**src/rtl/constants_pkg.sv**
```systemverilog
// Architectural size defaults shared by the core.
package constants_pkg;
  localparam int ARCH_LEN     = 32;
  localparam int INST_LEN     = 32;
  localparam int REG_FILE_LEN = 32;
endpackage

```
**src/rtl/instruction_pkg.sv**
```systemverilog
// Decoded-instruction bundle and RV32 opcode constants.
package instruction_pkg;
  import constants_pkg::*;

  localparam int REG_IDX_W = $clog2(REG_FILE_LEN);

  localparam logic [6:0] OP_LOAD   = 7'b0000011;
  localparam logic [6:0] OP_STORE  = 7'b0100011;
  localparam logic [6:0] OP_REG    = 7'b0110011;
  localparam logic [6:0] OP_IMM    = 7'b0010011;
  localparam logic [6:0] OP_LUI    = 7'b0110111;
  localparam logic [6:0] OP_AUIPC  = 7'b0010111;
  localparam logic [6:0] OP_BRANCH = 7'b1100011;
  localparam logic [6:0] OP_JAL    = 7'b1101111;
  localparam logic [6:0] OP_JALR   = 7'b1100111;

  typedef struct packed {
    logic                 valid;
    logic [6:0]           opcode;
    logic [2:0]           func3;
    logic [6:0]           func7;
    logic                 is_r;
    logic                 is_i;
    logic                 is_s;
    logic                 is_u;
    logic                 is_b;
    logic                 is_j;
    logic                 is_mul;
    logic [REG_IDX_W-1:0] src_reg_1;
    logic [REG_IDX_W-1:0] src_reg_2;
    logic [REG_IDX_W-1:0] dst_reg;
    logic [ARCH_LEN-1:0]  imm;
    logic [ARCH_LEN-1:0]  src_data_1;
    logic [ARCH_LEN-1:0]  src_data_2;
    logic                 reg_write_enable;
    logic                 reg_data_ready;
    logic [ARCH_LEN-1:0]  dst_reg_data;
  } inst_decoded_t;
endpackage

```
**src/rtl/decode_bypass_stage_operand_sel.sv**
```systemverilog
// Youngest-first operand select over in-flight producers.
module operand_bypass_sel
  import instruction_pkg::*;
#(
  parameter int ARCH_LEN     = constants_pkg::ARCH_LEN,
  parameter int REG_FILE_LEN = constants_pkg::REG_FILE_LEN,
  parameter int NUM_BYPASS   = 3,
  localparam int RW          = $clog2(REG_FILE_LEN)
) (
  input  logic [RW-1:0]                   src,
  input  logic [ARCH_LEN-1:0]             rf_data,
  input  inst_decoded_t [NUM_BYPASS-1:0]  bypass_in,
  output logic [ARCH_LEN-1:0]             data,
  output logic                            hazard
);

  logic unused_byp;
  assign unused_byp = ^bypass_in;

  // Scan oldest to youngest so the youngest match overrides.
  always_comb begin
    data   = (src == '0) ? '0 : rf_data;
    hazard = 1'b0;
    for (int k = NUM_BYPASS - 1; k >= 0; k--) begin
      if (bypass_in[k].valid &&
          bypass_in[k].reg_write_enable &&
          bypass_in[k].dst_reg == src &&
          src != '0) begin
        data   = bypass_in[k].dst_reg_data;
        hazard = ~bypass_in[k].reg_data_ready;
      end
    end
  end

endmodule

```
**src/rtl/decode_bypass_stage.sv**
```systemverilog
// RV32I/M decode with operand bypass, hazard stall and output register.
module decode_bypass_stage
  import instruction_pkg::*;
#(
  parameter int ARCH_LEN     = constants_pkg::ARCH_LEN,
  parameter int INST_LEN     = constants_pkg::INST_LEN,
  parameter int REG_FILE_LEN = constants_pkg::REG_FILE_LEN,
  parameter int NUM_BYPASS   = 3,
  parameter int STALL_CNT_W  = 16,
  localparam int RW          = $clog2(REG_FILE_LEN)
) (
  input  logic                           clk,
  input  logic                           rst,
  input  logic                           inst_valid_in,
  input  logic [INST_LEN-1:0]            inst_fetched_in,
  input  logic                           stall_in,
  input  logic                           flush_in,
  input  inst_decoded_t [NUM_BYPASS-1:0] bypass_in,
  output logic [RW-1:0]                  rf_src_reg_1,
  output logic [RW-1:0]                  rf_src_reg_2,
  input  logic [ARCH_LEN-1:0]            rf_src_data_1,
  input  logic [ARCH_LEN-1:0]            rf_src_data_2,
  output logic                           stall_dec_out,
  output inst_decoded_t                  inst_dec_out,
  output logic [STALL_CNT_W-1:0]         stall_cycles_out
);

  logic [INST_LEN-1:0] ins;
  logic [6:0]          op;
  logic [ARCH_LEN-1:0] data_1, data_2;
  logic                hz_1, hz_2;
  logic                use_1, use_2;
  logic                hazard;
  inst_decoded_t       dec;

  assign ins          = inst_fetched_in;
  assign op           = ins[6:0];
  assign rf_src_reg_1 = ins[19:15];
  assign rf_src_reg_2 = ins[24:20];

  operand_bypass_sel #(
    .ARCH_LEN     (ARCH_LEN),
    .REG_FILE_LEN (REG_FILE_LEN),
    .NUM_BYPASS   (NUM_BYPASS)
  ) u_sel_1 (
    .src       (rf_src_reg_1),
    .rf_data   (rf_src_data_1),
    .bypass_in (bypass_in),
    .data      (data_1),
    .hazard    (hz_1)
  );

  operand_bypass_sel #(
    .ARCH_LEN     (ARCH_LEN),
    .REG_FILE_LEN (REG_FILE_LEN),
    .NUM_BYPASS   (NUM_BYPASS)
  ) u_sel_2 (
    .src       (rf_src_reg_2),
    .rf_data   (rf_src_data_2),
    .bypass_in (bypass_in),
    .data      (data_2),
    .hazard    (hz_2)
  );

  always_comb begin
    dec            = '0;
    dec.valid      = inst_valid_in;
    dec.opcode     = op;
    dec.func3      = ins[14:12];
    dec.func7      = ins[31:25];
    dec.src_reg_1  = ins[19:15];
    dec.src_reg_2  = ins[24:20];
    dec.dst_reg    = ins[11:7];
    dec.is_r       = (op == OP_REG);
    dec.is_i       = (op == OP_IMM) | (op == OP_LOAD) | (op == OP_JALR);
    dec.is_s       = (op == OP_STORE);
    dec.is_u       = (op == OP_LUI) | (op == OP_AUIPC);
    dec.is_b       = (op == OP_BRANCH);
    dec.is_j       = (op == OP_JAL);
    dec.is_mul     = dec.is_r & (ins[31:25] == 7'b0000001);
    dec.reg_write_enable = (dec.is_r | dec.is_i | dec.is_u | dec.is_j)
                         & (ins[11:7] != '0);
    unique case (1'b1)
      dec.is_i: dec.imm = {{20{ins[31]}}, ins[31:20]};
      dec.is_s: dec.imm = {{20{ins[31]}}, ins[31:25], ins[11:7]};
      dec.is_b: dec.imm = {{19{ins[31]}}, ins[31], ins[7],
                           ins[30:25], ins[11:8], 1'b0};
      dec.is_u: dec.imm = {ins[31:12], 12'b0};
      dec.is_j: dec.imm = {{11{ins[31]}}, ins[31], ins[19:12],
                           ins[20], ins[30:21], 1'b0};
      default:  dec.imm = '0;
    endcase
    dec.src_data_1 = data_1;
    dec.src_data_2 = data_2;
  end

  assign use_1  = (dec.is_r | dec.is_i | dec.is_s | dec.is_b) & ~dec.is_u;
  assign use_2  = dec.is_r | dec.is_s | dec.is_b;
  assign hazard = inst_valid_in & ((use_1 & hz_1) | (use_2 & hz_2));

  assign stall_dec_out = rst & ~flush_in & (stall_in | hazard);

  always_ff @(posedge clk or negedge rst) begin
    if (!rst) begin
      inst_dec_out <= '0;
    end else if (flush_in) begin
      inst_dec_out.valid <= 1'b0;
    end else if (stall_in) begin
      inst_dec_out <= inst_dec_out;
    end else if (hazard) begin
      inst_dec_out <= '0;
    end else begin
      inst_dec_out <= dec;
    end
  end

  always_ff @(posedge clk or negedge rst) begin
    if (!rst) begin
      stall_cycles_out <= '0;
    end else if (hazard & ~stall_in & ~flush_in & ~&stall_cycles_out) begin
      stall_cycles_out <= stall_cycles_out + STALL_CNT_W'(1);
    end
  end

endmodule
```
**config.mk**
```make
export PLATFORM = sky130hd
export DESIGN_NAME = decode_bypass_stage
export DESIGN_NICKNAME = d
export VERILOG_FILES = /design/src/rtl/constants_pkg.sv /design/src/rtl/instruction_pkg.sv /design/src/rtl/decode_bypass_stage_operand_sel.sv /design/src/rtl/decode_bypass_stage.sv
export SDC_FILE = /design/constraint.sdc
export NUM_CORES = 1
export LEC_CHECK = 0
export ABC_AREA = 1
export BUFFER_PORTS_ARGS = -buffer_cell sky130_fd_sc_hd__buf_2
export CORE_AREA = 5 5 314 316
export DETAILED_ROUTE_END_ITERATION = 12
export DIE_AREA = 0 0 319 321
export PLACE_DENSITY = 0.31
export REMOVE_ABC_BUFFERS = 1
export SLEW_MARGIN = 0
export SYNTH_ARGS = -nofsm -noshare
export SYNTH_HDL_FRONTEND = slang
export SYNTH_SLANG_ARGS = --single-unit
export TNS_END_PERCENT = 1
```
**constraint.sdc**
```tcl
create_clock -name clk -period 3.2 [get_ports clk]
set_input_delay 0.8 -clock clk [delete_from_list [all_inputs] [get_ports clk]]
set_output_delay 0.8 -clock clk [all_outputs]
set_load 0.05 [all_outputs]
```
==> results.cfg <==
[final_layout]
nets = 2404
final_cells = 3090
fillCellCount = 11100
multiInputGateArea_sq_um = 5110
final-seq-area_sq_um = 3830
drive_above_1_share_pct = 32.2
area_delta_synth_final_pct = 46.1

[global_routing]
globalRouteTotalUtil_pct = 10.6
overflow = 0
grt_max_degree = 112
antenna_found_initial = 22
grt_pass1_wl_microns = 80100
grt_pass1_vias = 11400

[synthesis]
synth-async-reset-ratio_pct = 100
synth_ff_type = dfrtp_1
synth_area_sq_um = 9740
yosysTopAreaCellShare_pct = 39.3
ys_seq_area_share_pct = 39.3
yosysTopAreaCell = dfrtp_1
netlist_top_cells_count = nand2_1 (424), nand3_1 (184), dfrtp_1 (153), o21ai_0 (111), inv_1 (83)
yosys-top-cells-area = dfrtp_1 (39%), nand2_1 (16%), nand3_1 (9.5%)
synth.most_common_cell = nand2_1
yosysUniqueCellTypes = 33
syn_inst = 1397
synth-seq-cells = 153
synth_edf_count = 0
yosysWarnings = 0
syn_area_per_cell_sq_um = 6.97

[placed_design]
dp_cells = 3039
portBuffers = 384
gp_congestion = 0.817
hpwlAfterDp_microns = 41800
post-place-ws_ns = -0.304

[route]
vias_per_cell = 3.63
wl_microns = 56000
vias = 11200
ant_nets = 0
drc_errors = 0
drt-initial-drc-count = 562
drt-pass1-iter-count = 5
wl_per_cell_microns = 18.1

[min_path]
hold_path.class = in2async

[clock_network]
cts.sinks = 153
path_clk_slew_ns = 0.07
htree_levels = 4
clock_latency_ns = 0.50
postCtsHoldBufs = 0
root_buffer = clkbuf_16
clock_path_buffers = 2
cts_tree = built
cts_made_buffers = 17

[worst_setup_path]
critical_path_class = in2out
arrival_ns = 2.26
critPathMaxFanout = 5
endpoint_kind = output pin
r2r_cells = 12
cp.required_ns = 2.40
start_kind = primary input
r2r_slack_ns = 1.10

[power_and_ir_drop]
max-vdd-ir-drop_v = 0.000345
p_per_area_nw_per_um2 = 431
p_sw_share_pct = 41.1
combinationalPowerShare_pct = 29.9
power_frac_clock_pct = 34.1
p_int_uw = 3610
pwr-share-seq_pct = 35.9
p_switching_uw = 2520
leakage_uw = 0.00725

[flow_run]
max_cap_viol_count = 0

[timing]
fin_crit_ns = 3.06
worst_pin_slew_ns = 0.917
fin_skew_ns = 0.0109
fin_ws_ns = 0.137
slew_violations = 0
setup_violations = 0
finalHoldViolations = 0
fmaxAchievable_mhz = 326
max_slew_margin_pct = 38.9
fin_crit_sh_pct = 95.7

[floorplan]
die_h_microns = 321
io_pins = 808
coreArea_sq_um = 95700
start_util_pct = 10.2
fp.dieW_microns = 319
design.die.area_sq_um = 102000
rows = 114

[outcome]
outcome = finished clean
## cells in the final DEF, fill, tap and decap left out, types with 2 or more instances in the layout
| master | n |
|---|---|
| a21oi_1 | 68 |
| a21oi_2 | 3 |
| buf_12 | 10 |
| buf_2 | 372 |
| buf_4 | 85 |
| buf_6 | 4 |
| clkbuf_16 | 17 |
| clkbuf_4 | 4 |
| clkinvlp_4 | 2 |
| conb_1 | 33 |
| dfrtp_1 | 153 |
| diode_2 | 9 |
| inv_1 | 74 |
| inv_2 | 9 |
| inv_4 | 2 |
| inv_6 | 9 |
| inv_8 | 3 |
| nand2_1 | 414 |
| nand2_2 | 8 |
| nand2_4 | 4 |
| nand3_1 | 182 |
| nand3_2 | 2 |
| nand3b_1 | 26 |
| nand4_1 | 20 |
| nor2_1 | 58 |
| nor2_2 | 9 |
| nor2_4 | 5 |
| nor3_1 | 14 |
| nor4_1 | 3 |
| o211ai_1 | 2 |
| o21ai_0 | 110 |
| o21ai_1 | 9 |
| o21bai_1 | 4 |
| o22ai_1 | 2 |
| o31ai_1 | 33 |
| or2_2 | 25 |
| xnor2_1 | 4 |
| xor2_1 | 13 |
## stage by stage
step,power (uW),TNS [ns],util (%),hold slack (ns),area [sq um]
floorplan,3330,-451.44,-,0.504,9130
global placement,4090,-11.05,14.0,0.462,13400
detailed placement,4090,-9.08,14.0,0.459,13400
CTS,6310,0,14.7,0.336,14100
global route,6500,-0.00575,14.9,0.352,14200
finish,6130,0,14.9,0.313,14200
## worst max-delay path, stage by stage
cell and delay, ns:
buf_6 0.07, nand2_2 0.06, buf_12 0.14, nor3_4 0.22
nand3_2 0.10, nand2_2 0.09, buf_12 0.12, o21ai_2 0.05
inv_1 0.06, nand2_2 0.06, nand2_4 0.10, nand2_4 0.06
a21oi_4 0.14, buf_6 0.17
## worst paths after layout
path                                          start              endpoint
worst max-delay path             inst_fetched_in[1]         stall_dec_out
worst min-delay path                            rst      inst_dec_out[66]
worst max register to register  stall_cycles_out[0]  stall_cycles_out[15]
worst min register to register     inst_dec_out[75]      inst_dec_out[75]
max in group asynchronous                       rst     inst_dec_out[101]
min in group clk                   inst_dec_out[75]      inst_dec_out[75]
## cell type report
type	count	share of cell area, %
tap	1276	11.2
multi-input combinational	1058	35.9
clock buffer	18	3.08
sequential	153	26.9
clock inverter	14	0.870
inverter	87	2.36
antenna	9	0.158
timing repair buffer	475	19.5
## power by group through the flow
| stage | Combinational, uW | Clock [uW] | Sequential, uW |
|---|---|---|---|
| global placement | 1850 | 0 | 2240 |
| floorplan | 476 | 0 | 2860 |
| detailed placement | 1850 | 0 | 2240 |
| global route | 1980 | 2280 | 2230 |
| CTS | 1860 | 2240 | 2200 |
| finish | 1840 | 2090 | 2200 |
## logic make-up after synthesis
kind of cell,synth area share [%]
simple gates,35.1
other cells,0.0385
flops,39.3
xor+xnor,1.53
compound gates,13.0
buf+inv,10.9
fa+ha+maj,0.128
## state kept, by name (all words and copies together), names as in the netlist
register and count:
inst_dec_out 137, stall_cycles_out 16
## what timing repair did
action,CTS,global route
setup endpoints to repair,1,1
pin swaps,10,18
setup buffers,8,3
gates resized for setup,21,31
## routing by layer
metal / vias up / routed length (microns) / GRT usage [%]
met3: 61 / 4270 / 3.28
met4: 4 / 1110 / 3.28
met2: 484 / 22500 / 15.1
li1: 5347 / - / -
met5: - / 20 / 0
met1: 5307 / 28100 / 15.4
(Power assumes the default switching activity.)
